$ cat src/rtl/rgb_sched_pkg.sv
// rgb_sched_pkg: shared state encoding, scene-word field offsets and default tick divider
package rgb_sched_pkg;
  typedef enum logic [2:0] {IDLE, FETCH, LOAD, DWELL, WAIT_OK, ADVANCE} state_t;
  localparam int DWELL_LSB = 48;
  localparam int C1_LSB = 24;
  localparam int C2_LSB = 0;
  localparam int TICK_DIV_DEF = 100000;
endpackage

$ cat src/rtl/ms_tick_gen.sv
// ms_tick_gen: prescaler that emits a one-cycle tick every TICK_DIV enabled cycles
// Ports: clk_100MHz/Rst clock and async reset; clr synchronous clear; en count enable; tick wrap pulse.
module ms_tick_gen #(
  parameter int TICK_DIV = 100000
) (
  input  logic clk_100MHz,
  input  logic Rst,
  input  logic clr,
  input  logic en,
  output logic tick
);
  localparam int W = TICK_DIV > 1 ? $clog2(TICK_DIV) : 1;
  logic [W-1:0] cnt;
  assign tick = en && cnt == W'(TICK_DIV - 1);
  always_ff @(posedge clk_100MHz or posedge Rst)
    if (Rst) cnt <= '0;
    else if (clr) cnt <= '0;
    else if (en) cnt <= tick ? '0 : cnt + W'(1);
endmodule

$ cat src/rtl/rgb_scene_scheduler.sv
// rgb_scene_scheduler: steps the breathing-light engine through a programmable table of colour scenes
// Ports: Cfg_We/Cfg_Addr/Cfg_Data write the scene table; Enable and Scene_Count control the run;
//        Light_Ok gates advancing; R/G/B_Out1/2 carry scene colours; Load_n strobes the engine;
//        Busy and Scene_Idx report status.
module rgb_scene_scheduler
  import rgb_sched_pkg::*;
#(
  parameter int ADDR_W = 3,
  parameter int TICK_DIV = TICK_DIV_DEF,
  parameter int WAIT_OK_EN = 1
) (
  input  logic              clk_100MHz,
  input  logic              Rst,
  input  logic              Enable,
  input  logic [ADDR_W:0]   Scene_Count,
  input  logic              Cfg_We,
  input  logic [ADDR_W-1:0] Cfg_Addr,
  input  logic [63:0]       Cfg_Data,
  input  logic              Light_Ok,
  output logic [7:0]        R_Out1,
  output logic [7:0]        G_Out1,
  output logic [7:0]        B_Out1,
  output logic [7:0]        R_Out2,
  output logic [7:0]        G_Out2,
  output logic [7:0]        B_Out2,
  output logic              Load_n,
  output logic              Busy,
  output logic [ADDR_W-1:0] Scene_Idx
);
  localparam logic [ADDR_W:0] MAX_SC = (ADDR_W + 1)'(1 << ADDR_W);
  state_t state, state_n;
  logic [63:0] tbl [2**ADDR_W];
  logic [63:0] row;
  logic [ADDR_W-1:0] idx;
  logic [ADDR_W:0] sc, nxt;
  logic [23:0] c1, c2;
  logic [15:0] dwell, dwell_cnt;
  logic tick, done;
  assign row = tbl[idx];
  assign sc = Scene_Count > MAX_SC ? MAX_SC : Scene_Count;
  assign nxt = {1'b0, idx} + (ADDR_W + 1)'(1);
  // final tick of the dwell: comparing before incrementing keeps dwell 65535 from overflowing
  assign done = tick && dwell_cnt == dwell - 16'd1;
  assign {R_Out1, G_Out1, B_Out1} = c1;
  assign {R_Out2, G_Out2, B_Out2} = c2;
  assign Busy = state != IDLE;
  ms_tick_gen #(.TICK_DIV(TICK_DIV)) u_tick (
    .clk_100MHz(clk_100MHz),
    .Rst(Rst),
    .clr(state == LOAD),
    .en(state == DWELL),
    .tick(tick)
  );
  always_ff @(posedge clk_100MHz)
    if (Cfg_We) tbl[Cfg_Addr] <= Cfg_Data;
  always_comb begin
    state_n = state;
    if (!Enable || Scene_Count == '0) state_n = IDLE;
    else
      case (state)
        IDLE:    state_n = FETCH;
        FETCH:   state_n = LOAD;
        LOAD:    state_n = DWELL;
        DWELL:   state_n = !done ? DWELL : (WAIT_OK_EN != 0 && !Light_Ok) ? WAIT_OK : ADVANCE;
        WAIT_OK: state_n = Light_Ok ? ADVANCE : WAIT_OK;
        ADVANCE: state_n = FETCH;
        default: state_n = IDLE;
      endcase
  end
  always_ff @(posedge clk_100MHz or posedge Rst)
    if (Rst) begin
      state <= IDLE;
      idx <= '0;
      Scene_Idx <= '0;
      c1 <= '0;
      c2 <= '0;
      dwell <= 16'd1;
      dwell_cnt <= '0;
      Load_n <= 1'b1;
    end else begin
      state <= state_n;
      // registered so the strobe is glitch-free and low exactly while in LOAD
      Load_n <= state_n != LOAD;
      if (state == IDLE) idx <= '0;
      if (state == ADVANCE) idx <= nxt >= sc ? '0 : nxt[ADDR_W-1:0];
      if (state == FETCH) begin
        c1 <= row[C1_LSB +: 24];
        c2 <= row[C2_LSB +: 24];
        dwell <= row[DWELL_LSB +: 16] == '0 ? 16'd1 : row[DWELL_LSB +: 16];
        Scene_Idx <= idx;
      end
      if (state == LOAD) dwell_cnt <= '0;
      else if (state == DWELL && tick && !done) dwell_cnt <= dwell_cnt + 16'd1;
    end
endmodule

$ cat config.mk
export PLATFORM = sky130hd
export DESIGN_NAME = rgb_scene_scheduler
export DESIGN_NICKNAME = d
export VERILOG_FILES = /design/src/rtl/rgb_sched_pkg.sv /design/src/rtl/ms_tick_gen.sv /design/src/rtl/rgb_scene_scheduler.sv
export SDC_FILE = /design/constraint.sdc
export NUM_CORES = 1
export LEC_CHECK = 0
export CAP_MARGIN = 40
export CORE_ASPECT_RATIO = 1.1
export CORE_MARGIN = 2
export CORE_UTILIZATION = 35
export DETAILED_ROUTE_END_ITERATION = 8
export SETUP_SLACK_MARGIN = 0.4
export SYNTH_ARGS = -nofsm -noshare
export SYNTH_HDL_FRONTEND = slang
export SYNTH_SLANG_ARGS = --single-unit
$ cat constraint.sdc
create_clock -name clk_100MHz -period 4 [get_ports clk_100MHz]
set_input_delay 0.6 -clock clk_100MHz [delete_from_list [all_inputs] [get_ports clk_100MHz]]
set_output_delay 0.6 -clock clk_100MHz [all_outputs]
set_load 0.01 [all_outputs]
* Yosys cells after proc, flatten, opt, wreduce, memory -nomap -nowiden
Memory sizes are Yosys's and may differ from the RTL's.
Cells that the tools add are included.
** Storage, ports and cells
- Register bits after elaboration :: 107
- Bits in writable memories :: 512
- Input bits :: 76
- Output and inout port bits :: 53
- Word-level logic and storage cells :: 55
- Memories kept :: 1
** Memories
- tbl :: words 8, width 64, read ports 1, clocked after memory_dff 0, wr ports 1, RTL line rgb_scene_scheduler.sv:32 : logic [63:0] tbl [2**ADDR_W];
** Operators by class
- $add $sub $neg :: 4
- Magnitude comparators :: 2
- Equality and inequality tests :: 8
- Multiplexer cells :: 16
- Reduce and logical (&&, ||, !) cells :: 15
** Operators by type and width (count)
- 17-bit two-way mux :: 3
- 16-bit two-way mux :: 3
- 17-bit by 1-bit adder with 17-bit output (second input constant) :: 1
- 17-bit == test (second input constant) :: 1
- 16-bit by 1-bit adder with 16-bit output (second input constant) :: 1
- 16-bit == test :: 1
- 16-bit logical NOT :: 1
- 16-bit by 1-bit subtractor with 16-bit output (second input constant) :: 1
- 3-bit two-way mux :: 5
- 3-bit one-hot mux with 5 select lines :: 1
- 3-bit by 2-bit == test with 1-bit output (second input constant) :: 2
- 3-bit == test (second input constant) :: 2
- 2-bit nonzero test :: 3
- 3-bit by 1-bit adder with 4-bit output (second input constant) :: 1
- 4-bit greater-or-equal comparator :: 1
- 4-bit greater-than comparator (second input constant) :: 1
- 1-bit logical AND :: 4
- 4-bit logical NOT :: 1
- 4-bit two-way mux :: 1
- 3-bit by 1-bit == test with 1-bit output (second input constant) :: 1
- 3-bit logical NOT :: 1
- 1-bit two-way mux :: 3
- 3-bit by 2-bit != test with 1-bit output (second input constant) :: 1
- 3-bit nonzero test :: 1
- 3 further kinds :: 4

* Longest topological paths before layout
- Depth in word-level cells :: 7
- Depth in mapped cells :: 13
- Depth with buffers taken out :: 10

* Modules after synthesis
From an unflattened synthesis, not the netlist that was laid out.
** Unflattened totals
- Cells, all modules :: 1287
- Area total of the unflattened synthesis :: 24283.3 um^2
** Modules (own cells, without submodules)
- rgb_scene_scheduler :: instances 1, cells an instance 1185, area an instance 23331.1 um^2, seq. area each 17629.4 um^2
- ms_tick_gen :: instances 1, cells an instance 102, area an instance 952.2 um^2, seq. area each 425.4 um^2

* Worst setup path after synthesis
Ideal clock, no wire load.
- Path kind :: input port to flip-flop
- From :: input port Cfg_Addr[2]
- To :: memory tbl[0][0], enable pin
- Setup time :: 565 ps
- Data arrival time :: 5130 ps
- Data required time :: 3435 ps
- Setup slack :: -1696 ps
- Stages on the path :: 2
- Path buffers :: 0
- Path through :: nand2b_1 -> nor3_1
** RTL lines
- start, declared :: RTL line rgb_scene_scheduler.sv:17 : input logic [ADDR_W-1:0] Cfg_Addr,
- end, declared :: RTL line rgb_scene_scheduler.sv:32
Straight into the memory's write port.

* Worst setup path in the final report
- From :: register dwell[9]
- To :: register dwell_cnt[11]
** On the way
- Longest elaborated chain between the ends :: 6
** RTL lines
- start, declared :: RTL line rgb_scene_scheduler.sv:37 : logic [15:0] dwell, dwell_cnt;
- start signal, assigned :: RTL line rgb_scene_scheduler.sv:89 : dwell <= row[DWELL_LSB +: 16] == '0 ? 16'd1 : row[DWELL_LSB +: 16];
- 16-bit by 1-bit subtractor with 16-bit output :: RTL line rgb_scene_scheduler.sv:43 : assign done = tick && dwell_cnt == dwell - 16'd1;
- 16-bit == test :: RTL line rgb_scene_scheduler.sv:43
- 1-bit logical AND :: RTL line rgb_scene_scheduler.sv:43
- 1-bit logical NOT :: RTL line rgb_scene_scheduler.sv:93 : else if (state == DWELL && tick && !done) dwell_cnt <= dwell_cnt + 16'd1;
- 1-bit logical AND :: RTL line rgb_scene_scheduler.sv:93
- 2-bit nonzero test (no line)
- end signal, assigned :: RTL line rgb_scene_scheduler.sv:93
- end, declared :: RTL line rgb_scene_scheduler.sv:37
No other way between the ends.
A chain may end at the register's enable or synchronous reset.

==> results.json <==
{
  "status": "finished clean",
  "rsz0062_at_grt": "false",
  "antenna_found_initial": 10,
  "ys_warn_count": 0,
  "synth_compound_area_share_pct": 3.79,
  "cts_tree": "built",
  "pwr_density_cell_nw_per_um2": 499,
  "synth_mux_area_share_pct": 14.8,
  "clk_latency_ns": 0.59,
  "n_fill_cell": 6126,
  "synth_xor_area_share_pct": 0.862,
  "worst_ep_arrival_time_ns": 3.86,
  "areaGrowthSynthToFinish_pct": 19.9,
  "synth-main-ff-cell": "edfxtp_1",
  "peakVddDrop_uv": 259,
  "cp_cell_sequence": "or4_1, or4_1, o21a_1, a311oi_2, nor4_2, a21o_2, buf_4, or4_1, a21oi_1",
  "gr-total-overflow": 0,
  "rows": 101,
  "r2r_slack_ns": 0.65,
  "setup_viol": 0,
  "drtIter0Drc": 889,
  "start_util_pct": 35.3,
  "drive_gt1_share_pct": 18.5,
  "internal-power_w": 0.0114,
  "nNetsFinal": 1569,
  "syn_avg_cell_area_um2": 18.4,
  "wire_per_inst_um": 21.5,
  "synth_top_family_by_area": "multiplexers",
  "hp-class": "in -> async",
  "vias": 12500,
  "clkTransAtPathRegs_ns": 0.06,
  "crit_fanout": 14,
  "path_common_cell": "or4_1",
  "synth_area_leaders": "edfxtp_1, mux4_2, dfrtp_1, mux2i_1, a21oi_1",
  "fin_crit_ns": 3.35,
  "cp_slowest_cell": "or4_1",
  "ioPinCount": 129,
  "synthCells": 1325,
  "grt_max_degree": 132,
  "comb_power_share_pct": 6.4,
  "slew_viol_final": 0,
  "max-clock-path-buffers": 3,
  "path_class": "reg -> reg",
  "io_buffers": 128,
  "hold_viol_final": 0,
  "fin_area_um2": 29200,
  "p_leak_nw": 9.29,
  "synthArstFlopShare_pct": 17.3,
  "cap_violations": 0,
  "slew_headroom_pct": 44.7,
  "tns_ns": 0,
  "die_x_um": 256,
  "r2r_start": "dwell[9]",
  "r2r_cells": 9,
  "switching_share_pct": 21.7,
  "multi_input_area_um2": 6080,
  "placed_area_um2": 27000,
  "drc_errors": 0,
  "skew_ns": 0.0189,
  "timing.rr.end": "dwell_cnt[11]",
  "power.share.clock_pct": 42.3,
  "totalWireLength_um": 53000,
  "worstSetupStartpointType": "register",
  "max_stage_delay_ns": 0.60,
  "worst_hold_slack_ns": 0.442,
  "cp.required_ns": 4.51,
  "yosys.area.top_type": "edfxtp_1",
  "synth_edf_count": 512,
  "numCtsBuffers": 66,
  "die_y_um": 281,
  "htree_levels": 3,
  "post_synth_and_or_nand_nor_area_fraction_pct": 4.81,
  "gp_congestion": 0.816,
  "final_common_cell": "edfxtp_1",
  "ys_types": 58,
  "antenna_left": 0,
  "grt.total_usage_pct": 14.9,
  "ys_ff_latch": 619,
  "grt_pass1_wl_um": 81200,
  "worst_pin_slew_ns": 0.829,
  "dieArea_um2": 71800,
  "seq_area_um2": 18100,
  "mostFrequentLayoutCells": "edfxtp_1, mux4_2, clkdlybuf4s50_1",
  "synth_top_cell_area_share_pct": 63.1,
  "ctsRootBufferMaster": "clkbuf_16",
  "hpwlAfterDp_um": 29500,
  "fin_crit_sh_pct": 83.7,
  "p_sw_w": 0.00316,
  "endpoint_kind": "register",
  "mappedNetlistArea_um2": 24400,
  "seqPwrFrac_pct": 51.4,
  "dr.pass1.iters": 5,
  "cts_num_sinks": 619,
  "grt_pass1_vias": 13300,
  "core_um2": 69000,
  "syn-num-nets": 1409,
  "timing.fmax_mhz": 299,
  "avgViaCountPerCell": 5.08,
  "yosys.area_share.adder_pct": 0.411,
  "synth.yosys.seq_area_share_pct": 74.1
}
==> synthesized netlist by cell type, drive strengths merged, types with 2 or more instances <==
library cell,instances
and3,6
nor4bb,2
a21boi,2
a21oi,84
dfstp,2
nor4,6
nand2b,8
nand3,15
nand2,48
xor2,11
o2111ai,2
or4,12
dfrtp,105
or2,2
buf,23
nor4b,2
or3,11
o31a,2
a21o,3
nor3,8
a211oi,3
nor3b,2
a22o,4
edfxtp,512
nor2,88
o21ai,32
nor2b,4
o21bai,2
inv,11
nand4,12
clkbuf,46
mux2,5
o31ai,10
ha,8
and4,3
mux2i,66
a31oi,5
a311oi,3
xnor2,13
mux4,128
==> metal layers <==
metal | part of all wire (%) | vias up | GRT usage, %
met1 | 43 | 6539 | 19.4
met5 | 0.21 | - | 0
met3 | 5.0 | 88 | 3.68
met2 | 50 | 264 | 25.0
met4 | 1.7 | 18 | 3.82
li1 | - | 5629 | -
==> area by class of cell <==
class                   count  area share [%]
flip-flops and latches    619            61.8
multi-input cells         626            20.8
clock buffers              94            6.48
repair buffers            161            5.69
well taps                 927            3.97
clock inverters            28            1.05
inverters                  11           0.150
diodes                      1         0.00857
==> through the flow <==
stage	setup slack, ns	total power (W)	cells	utilization, %
global placement	0.604	0.00852	2340	39.1
finish	0.653	0.0146	2467	42.3
floorplan	0.0227	0.00801	1325	-
CTS	0.528	0.0148	2465	42.3
detailed placement	0.516	0.00855	2343	39.1
global route	0.404	0.0151	2466	42.3
==> power by group through the flow <==
stage / registers, W / clock network [W] / logic (W)
after global routing: 0.00751 / 0.00660 / 0.00103
after floorplan: 0.00761 / 0 / 0.000401
after global placement: 0.00760 / 0 / 0.000923
after detailed placement: 0.00761 / 0 / 0.000941
after CTS: 0.00748 / 0.00633 / 0.000946
final: 0.00748 / 0.00616 / 0.000929
==> sequential cells by signal, indices dropped and copies added (netlist names) <==
name	cells
c1	24
c2	24
Load_n	1
idx	3
state	3
dwell	16
Scene_Idx	3
u_tick.cnt	17
tbl	512
dwell_cnt	16
==> how the worst max path moves through the flow <==
stage                 from             to  slack [ns]
6_report          dwell[9]  dwell_cnt[11]        0.65
5_1_grt           dwell[1]  dwell_cnt[11]        0.40
4_1_cts           dwell[9]   dwell_cnt[8]        0.53
3_5_place_dp      dwell[9]   dwell_cnt[8]        0.52
3_3_place_gp      dwell[9]   dwell_cnt[8]        0.60
2_1_floorplan  Cfg_Addr[2]      tbl[1][0]        0.02
==> cells by family after synthesis <==
logic type,after synthesis
DFF,619
and+or+nand+nor,236
muxes,199
AOI/OAI and AO/OA,159
buffers and inverters,80
xor gates and xnor gates,24
adders and majority gates,8
==> worst max-delay path, delay by kind of cell, from the launching register on <==
family,cells,cell delay [ns]
buf+inv,1,0.17
simple gates,4,1.79
compound gates,4,0.90
flops,1,0.42
==> timing repair <==
action | CTS | global route
endpoints found under the setup margin | 0 | 7
resized for setup | 0 | 1
hold buffers | 0 | 0
setup buffers | 0 | 1
Power figures use the tool's default switching activity.
